<file path="src/rtl/multicycle_control_hs.sv">
// Multicycle RV32I control FSM with memory ready handshake, wait-state watchdog
// and sticky error reporting; drives every datapath enable and mux select.
module multicycle_control_hs #(
    parameter int MEM_TIMEOUT = 15,
    parameter int TIMEOUT_W   = 4
) (
    input  logic       clk,
    input  logic       reset,
    input  logic [6:0] opcode,
    input  logic [2:0] funct3,
    input  logic [6:0] funct7,
    input  logic       zero,
    input  logic       mem_ready,
    output logic       mem_write,
    output logic       reg_write,
    output logic       ir_write,
    output logic       pc_write,
    output logic       instruction_or_data,
    output logic [1:0] result_src,
    output logic [1:0] alu_src_a,
    output logic [1:0] alu_src_b,
    output logic [2:0] alu_control,
    output logic [1:0] imm_src,
    output logic [3:0] current_state,
    output logic       illegal_instr,
    output logic       mem_timeout
);

    typedef enum logic [3:0] {
        S_FETCH    = 4'd0,
        S_DECODE   = 4'd1,
        S_MEMADR   = 4'd2,
        S_MEMREAD  = 4'd3,
        S_MEMWB    = 4'd4,
        S_MEMWRITE = 4'd5,
        S_EXECUTER = 4'd6,
        S_ALUWB    = 4'd7,
        S_EXECUTEI = 4'd8,
        S_JAL      = 4'd9,
        S_BEQ      = 4'd10,
        S_ERROR    = 4'd15
    } state_e;

    localparam logic [6:0] OP_LW  = 7'b0000011;
    localparam logic [6:0] OP_SW  = 7'b0100011;
    localparam logic [6:0] OP_R   = 7'b0110011;
    localparam logic [6:0] OP_I   = 7'b0010011;
    localparam logic [6:0] OP_BEQ = 7'b1100011;
    localparam logic [6:0] OP_JAL = 7'b1101111;

    localparam logic [2:0] ALU_ADD = 3'b000;
    localparam logic [2:0] ALU_SUB = 3'b001;
    localparam logic [2:0] ALU_AND = 3'b010;
    localparam logic [2:0] ALU_OR  = 3'b011;
    localparam logic [2:0] ALU_SLT = 3'b101;

    localparam bit                   WD_EN   = (MEM_TIMEOUT > 0);
    localparam logic [TIMEOUT_W-1:0] WD_LAST = TIMEOUT_W'((MEM_TIMEOUT > 0) ? MEM_TIMEOUT - 1 : 0);

    state_e               state_q, state_d;
    logic [TIMEOUT_W-1:0] wait_q, wait_d;
    logic                 illegal_q, illegal_d;
    logic                 timeout_q, timeout_d;
    logic                 mem_write_c, reg_write_c, ir_write_c, pc_write_c;
    logic [2:0]           alu_i_op, alu_r_op;
    logic                 wait_state, wd_expire;
    logic                 unused_funct7;

    assign unused_funct7 = ^{funct7[6], funct7[4:0]};

    // NOTE: state registers use non-blocking assignments so every flop samples
    // the pre-edge value of its neighbours, independent of block ordering.
    always_ff @(posedge clk) begin
        if (reset) begin
            state_q   <= S_FETCH;
            wait_q    <= '0;
            illegal_q <= 1'b0;
            timeout_q <= 1'b0;
        end else begin
            state_q   <= state_d;
            wait_q    <= wait_d;
            illegal_q <= illegal_d;
            timeout_q <= timeout_d;
        end
    end

    always_comb begin
        case (funct3)
            3'b111:  alu_i_op = ALU_AND;
            3'b110:  alu_i_op = ALU_OR;
            3'b010:  alu_i_op = ALU_SLT;
            default: alu_i_op = ALU_ADD;
        endcase
        alu_r_op = (funct3 == 3'b000 && funct7[5]) ? ALU_SUB : alu_i_op;
    end

    assign wait_state = (state_q == S_FETCH) || (state_q == S_MEMREAD) || (state_q == S_MEMWRITE);
    assign wd_expire  = WD_EN && wait_state && !mem_ready && (wait_q == WD_LAST);

    // NOTE: every output of this block gets a default before the case, so no
    // path through it can leave a value unassigned and infer a latch.
    always_comb begin
        state_d             = state_q;
        illegal_d           = illegal_q;
        timeout_d           = timeout_q;
        wait_d              = '0;
        mem_write_c         = 1'b0;
        reg_write_c         = 1'b0;
        ir_write_c          = 1'b0;
        pc_write_c          = 1'b0;
        instruction_or_data = 1'b0;
        result_src          = 2'b00;
        alu_src_a           = 2'b00;
        alu_src_b           = 2'b00;
        alu_control         = ALU_ADD;
        imm_src             = 2'b00;

        case (state_q)
            S_FETCH: begin
                alu_src_b  = 2'b10;
                result_src = 2'b10;
                if (mem_ready) begin
                    ir_write_c = 1'b1;
                    pc_write_c = 1'b1;
                    state_d    = S_DECODE;
                end
            end
            S_DECODE: begin
                alu_src_a = 2'b01;
                alu_src_b = 2'b01;
                case (opcode)
                    OP_LW:   state_d = S_MEMADR;
                    OP_SW:   begin imm_src = 2'b01; state_d = S_MEMADR; end
                    OP_R:    state_d = S_EXECUTER;
                    OP_I:    state_d = S_EXECUTEI;
                    OP_BEQ:  begin imm_src = 2'b10; state_d = S_BEQ; end
                    OP_JAL:  begin imm_src = 2'b11; state_d = S_JAL; end
                    default: begin state_d = S_ERROR; illegal_d = 1'b1; end
                endcase
            end
            S_MEMADR: begin
                alu_src_a = 2'b10;
                alu_src_b = 2'b01;
                if (opcode == OP_SW) begin
                    imm_src = 2'b01;
                    state_d = S_MEMWRITE;
                end else begin
                    state_d = S_MEMREAD;
                end
            end
            S_MEMREAD: begin
                instruction_or_data = 1'b1;
                if (mem_ready) state_d = S_MEMWB;
            end
            S_MEMWB: begin
                result_src  = 2'b01;
                reg_write_c = 1'b1;
                state_d     = S_FETCH;
            end
            S_MEMWRITE: begin
                instruction_or_data = 1'b1;
                mem_write_c         = 1'b1;
                if (mem_ready) state_d = S_FETCH;
            end
            S_EXECUTER: begin
                alu_src_a   = 2'b10;
                alu_control = alu_r_op;
                state_d     = S_ALUWB;
            end
            S_EXECUTEI: begin
                alu_src_a   = 2'b10;
                alu_src_b   = 2'b01;
                alu_control = alu_i_op;
                state_d     = S_ALUWB;
            end
            S_ALUWB: begin
                reg_write_c = 1'b1;
                state_d     = S_FETCH;
            end
            S_JAL: begin
                alu_src_a  = 2'b01;
                alu_src_b  = 2'b10;
                pc_write_c = 1'b1;
                state_d    = S_ALUWB;
            end
            S_BEQ: begin
                alu_src_a   = 2'b10;
                alu_control = ALU_SUB;
                pc_write_c  = zero;
                state_d     = S_FETCH;
            end
            S_ERROR: state_d = S_ERROR;
            default: state_d = S_ERROR;
        endcase

        // A ready response in the final allowed cycle wins over the watchdog.
        if (wait_state && !mem_ready && !wd_expire) wait_d = wait_q + 1'b1;
        if (wd_expire) begin
            state_d   = S_ERROR;
            timeout_d = 1'b1;
        end
    end

    assign mem_write     = mem_write_c & ~reset;
    assign reg_write     = reg_write_c & ~reset;
    assign ir_write      = ir_write_c  & ~reset;
    assign pc_write      = pc_write_c  & ~reset;
    assign current_state = state_q;
    assign illegal_instr = illegal_q;
    assign mem_timeout   = timeout_q;

endmodule

</file>
<file path="config.mk">
export PLATFORM = sky130hd
export DESIGN_NAME = multicycle_control_hs
export DESIGN_NICKNAME = d
export VERILOG_FILES = /design/src/rtl/multicycle_control_hs.sv
export SDC_FILE = /design/constraint.sdc
export NUM_CORES = 1
export LEC_CHECK = 0
export ABC_AREA = 1
export CAP_MARGIN = 0
export CORE_MARGIN = 5
export CORE_UTILIZATION = 42
export DETAILED_ROUTE_END_ITERATION = 10
export PLACE_DENSITY = 0.88
export SLEW_MARGIN = 20
export SYNTH_ARGS = -nofsm -noshare
export SYNTH_HDL_FRONTEND = slang
export SYNTH_SLANG_ARGS = --single-unit
</file>
<file path="constraint.sdc">
create_clock -name clk -period 3.6 [get_ports clk]
set_input_delay 0.36 -clock clk [delete_from_list [all_inputs] [get_ports clk]]
set_output_delay 0.36 -clock clk [all_outputs]
set_load 0.01 [all_outputs]
</file>
# Yosys cells after proc, flatten, opt, wreduce, memory -nomap -nowiden
# Cells that the tools add are included.
# word_totals
ff_bits	10
input_bits	21
wordCells	80
# op_classes
n_addsub	1
n_eq_ne	23
muxes	22
bitwise_logic	7
reduce_logical	23
# op_table
cell	count
one-hot mux 4 bit (7 select lines)	1
one-hot mux 4 bit (5 select lines)	1
one-hot mux 3 bit (3 select lines)	2
equality test 4 x 3 -> 1 bit, second input constant	4
equality test 4 bit, second input constant	4
2-to-1 mux 4 bit	4
one-hot mux 2 bit (2 select lines)	4
equality test 7 x 6 -> 1 bit, second input constant	2
equality test 7 bit, second input constant	2
OR reduction 2 bit	6
inequality test 3 bit, second input constant	3
OR reduction 3 bit	3
equality test 4 x 2 -> 1 bit, second input constant	2
equality test 7 x 2 -> 1 bit, second input constant	1
equality test 7 x 5 -> 1 bit, second input constant	1
equality test 3 bit, second input constant	2
2-to-1 mux 1 bit	6
2-to-1 mux 3 bit	2
one-hot mux 2 bit (3 select lines)	1
OR reduction 6 bit	1
adder 4 x 1 -> 4 bit, second input constant	1
bitwise AND 1 bit	4
equality test 4 x 1 -> 1 bit, second input constant	1
logical AND 1 bit	4
10 further kinds	14

# Logic depth before layout (Yosys ltp)
# logic_depth
depth_word	9
depth_mapped	9
mapped_depth_nobuf	9

# Worst setup path before layout
# Ideal clock, no wire load.
# synth_timing
kind	register -> output
startpoint	register state_q[1] (netlist: current_state[1])
endpoint	output port alu_control[0]
arrival_ns	1.339
required_ns	3.240
slack_ns	1.901
stages_incl_launch_ff	5
n_path_buf	0
path_cell_list	dfxtp_1 > inv_1 > nor2_2 > nand2_1 > o311ai_0
# synth_between
elab_chain_len	2
# synth_rtl
element	line_no	text
start: declaration	60	state_e state_q, state_d;
start signal: assignment	80	state_q <= state_d;
equality test 4 bit or equality test 4 x 3 -> 1 bit (tied branches)	118	case (state_q)
one-hot mux 3 bit (3 select lines) *	118	
end: declaration	22	output logic [2:0] alu_control,
# Every way passes the cells marked *; elsewhere a longest branch is shown, timed or not.

# Worst setup path after layout
# Same ends and word-level chain as after synthesis.

==> metrics.md <==
| Metric | Value |
|---|---|
| Post-synthesis cell count | around 140 |
| Final hold violations | 0 |
| Req. time, crit path | between 3000 and 4000 ps |
| FMAX | a little over 0.4 GHz |
| Worst stage delay on the critical path | 610 ps |
| Post-DP HPWL | 1.97 mm |
| Finished Layout Cells | 207 |
| Final min period | approximately 2500 ps |
| CP max-delay cell | clkdlybuf4s50_1 |
| Placed Cells | 203 |
| Depth of the most critical reg-to-reg path | 9 |
| Crit path capture type | output port |
| Hold Startpoint | illegal_instr$_SDFFE_PP0P_ |
| Post-Syn Area | 821 µm² |
| Worst hold endpoint | illegal_instr$_SDFFE_PP0P_ |
| Hold Crit Class | flop to flop |
| Status | complete, no violations |
| Worst VDD drop | between 0.3 and 0.4 mV |
| Syn Nets | 164 |
| Number of remaining DRC errors | 0 |
| Max-Cap Viols | 0 |
| First-pass GRT wire length | 3.98 mm |
| H-tree depth | 1 |
| I/O pin cnt | 43 |
| FF-to-FF setup slack | ~2100 ps |
| Die ar. | slightly below 3000 µm² |
| Worst setup margin | ~1100 ps |
| Total vias in the final route | between 1k and 1.5k |
| Slew at the pin closest to its max-slew limit | 333 ps |
| Die width | 54.2 µm |
| CORE AREA | 1900 µm² |
| Antenna violations before repair | 0 |
| CTS tree | yes |
| R2R Path End | current_state[2]$_SDFFE_PP0P_ |
| Final setup viols | 0 |
| CTS Hold Buffers Added | 0 |
| Worst Path Buf+Inv | 2 |
| Pins Over Slew Limit | 0 |
| Die Y | 54.2 µm |
| Port bufs | 36 |
| Number of global-route vias before repair | 976 |
| GRT Total Usage | 18.2% |
| Clock Skew | 1.22 ps |
| Via density | 4.94 |
| FF-to-FF Start | current_state[2]$_SDFFE_PP0P_ |
| RSZ-0062 raised after global routing | no |
| Ordered list of cells on the worst path | inv_1 -> nor2_2 -> nand2_1 -> o311ai_0 -> clkdlybuf4s50_1 |
| Layout cells sized above 1 | 8.33% |
| Clock root buffer master | clkbuf_4 |
| Clock Path Buffers | 2 |
| CP delay by family, top | buffers and inverters |
| Static Leak | 0.600 nW |
| Wire length per cell | approximately 12 µm |
| Post-synthesis sequential area ratio | 24.4% |
| Initial Util | 43.2% |
| Gpl congestion | between 0.7 and 0.8 |
| Largest net degree at the start of global routing | 9 |
| # diodes | 0 |
| Pre-CTS setup slack | 1230 ps |
| Max FO, Critical Path | 7 |
| Nets | 204 |
| Hold path depth | 2 |
| First DRT Iteration DRCs | 41 |
| Final period util | about two thirds |
| Final WL | around 2.4 mm |
| Post-CTS setup repair buffer count | 0 |
| Type of element launching the critical path | flop |
| DRT Pass-1 Iters | 4 |
| Clock latency on the worst-skew pair | 260 ps |
| Clock transition at path regs | around 70 ps |
| Area growth, synth to finish | 52.0% |
| Post-route antenna net violation count | 0 |
| Cell Pwr Density | 614 nW/µm² |
| Rel. slew slack | 77.6% |
| Count of different cell masters after synthesis | 24 |
| Synthesis-stage register bit count | 10 |
| Setup Total Neg Slack | 0 ps |
| Syn_area_per_cell | 5.82 µm² |
| Cell row count | 16 |
| Ys Warns | 0 |
| Quantity of gates resized following cts | 0 |
| Clk sink count | 10 |
| TritonCTS Buffers | 3 |
| Crit path DAT | between 2000 and 2500 ps |
| Critical path class | flop to output port |
| Total grt overflow | 0 |
through the flow:
step	instance area, µm²	utilization [%]	power (mW)	hold slack [ps]
2_1_floorplan	821	-	0.448	430
3_3_place_gp	1210	63.7	0.653	437
3_5_place_dp	1210	63.7	0.668	446
4_1_cts	1250	65.6	0.771	460
5_1_grt	1250	65.6	0.838	478
6_report	1250	65.6	0.765	458
worst register-to-register path: cells and delay by family (launching register included):
family          cells  cell delay (ps)
compound gates      2              210
buf+inv             3              240
flops               1              450
simple gates        4              470
area by class of cell:
type                    instances  area [µm²]
flip-flops and latches         10         200
well taps                      27        33.8
repair buffers                 36         360
inverters                      27         101
multi-input cells             103         515
fillers                       157         654
clock buffers                   4        36.3
flip-flops by register name (all words and copies together) (netlist names):
signal and cells:
mem_timeout 1, wait_q 4, current_state 4, illegal_instr 1
cells by family after synthesis:
logic type | after synthesis | share of synthesized area, %
xor+xnor | 2 | 2.13
simple gates | 79 | 44.5
fa+ha+maj | 2 | 3.05
buf+inv | 28 | 12.8
compound gates | 20 | 13.1
flops | 10 | 24.4
routing by layer:
metal / global-route usage, % / part of all wire [%] / up-vias
met3: 3.60 / 11 / 14
li1: - / - / 531
met2: 32.5 / 47 / 63
met1: 20.1 / 38 / 415
met5: 0 / 0 / -
met4: 9.13 / 3.6 / 0
worst max-delay path by stage:
stage                                        startpoint              to  slack [ps]  depth (start not counted)
after floorplan           current_state[1]$_SDFFE_PP0P_  alu_control[0]        1900                          4
after global placement                        opcode[5]      imm_src[0]        1260                          8
after detailed placement                      opcode[5]      imm_src[0]        1230                          8
after CTS                 current_state[1]$_SDFFE_PP0P_  alu_control[0]        1090                          5
after global routing      current_state[1]$_SDFFE_PP0P_  alu_control[0]         890                          5
final                     current_state[1]$_SDFFE_PP0P_  alu_control[0]        1130                          5
synth_stat cells, drive strengths merged:
cell / count / area [µm²]
a21oi: 11 / 55.1
a31oi: 1 / 6.26
buf: 1 / 3.75
dfxtp: 10 / 200
ha: 2 / 25.0
inv: 27 / 101
nand2: 32 / 125
nand3: 11 / 70.1
nand4: 3 / 18.8
nor2: 26 / 113
nor3: 4 / 20.0
nor4: 2 / 12.5
o211ai: 1 / 7.51
o21ai: 6 / 30.0
o311ai: 1 / 8.76
or2: 1 / 6.26
xnor2: 1 / 8.76
xor2: 1 / 8.76
layout by cell type (no fill, tap or decap), drive strengths merged:
master / instances
nand2: 32
dfxtp: 10
clkbuf: 4
o21ai: 6
xor2: 1
nand4: 3
xnor2: 1
a31oi: 1
clkdlybuf4s50: 36
o311ai: 1
inv: 27
nor3: 4
a21oi: 11
nor4: 2
o211ai: 1
nand3: 11
or2: 1
nor2: 26
ha: 2
power by group:
group	switching (mW)	internal (mW)
sequential	0.0349	0.135
combinational	0.264	0.230
clock	0.0399	0.0614
total	0.338	0.427
Note: power is estimated with default switching activity, not from simulation.
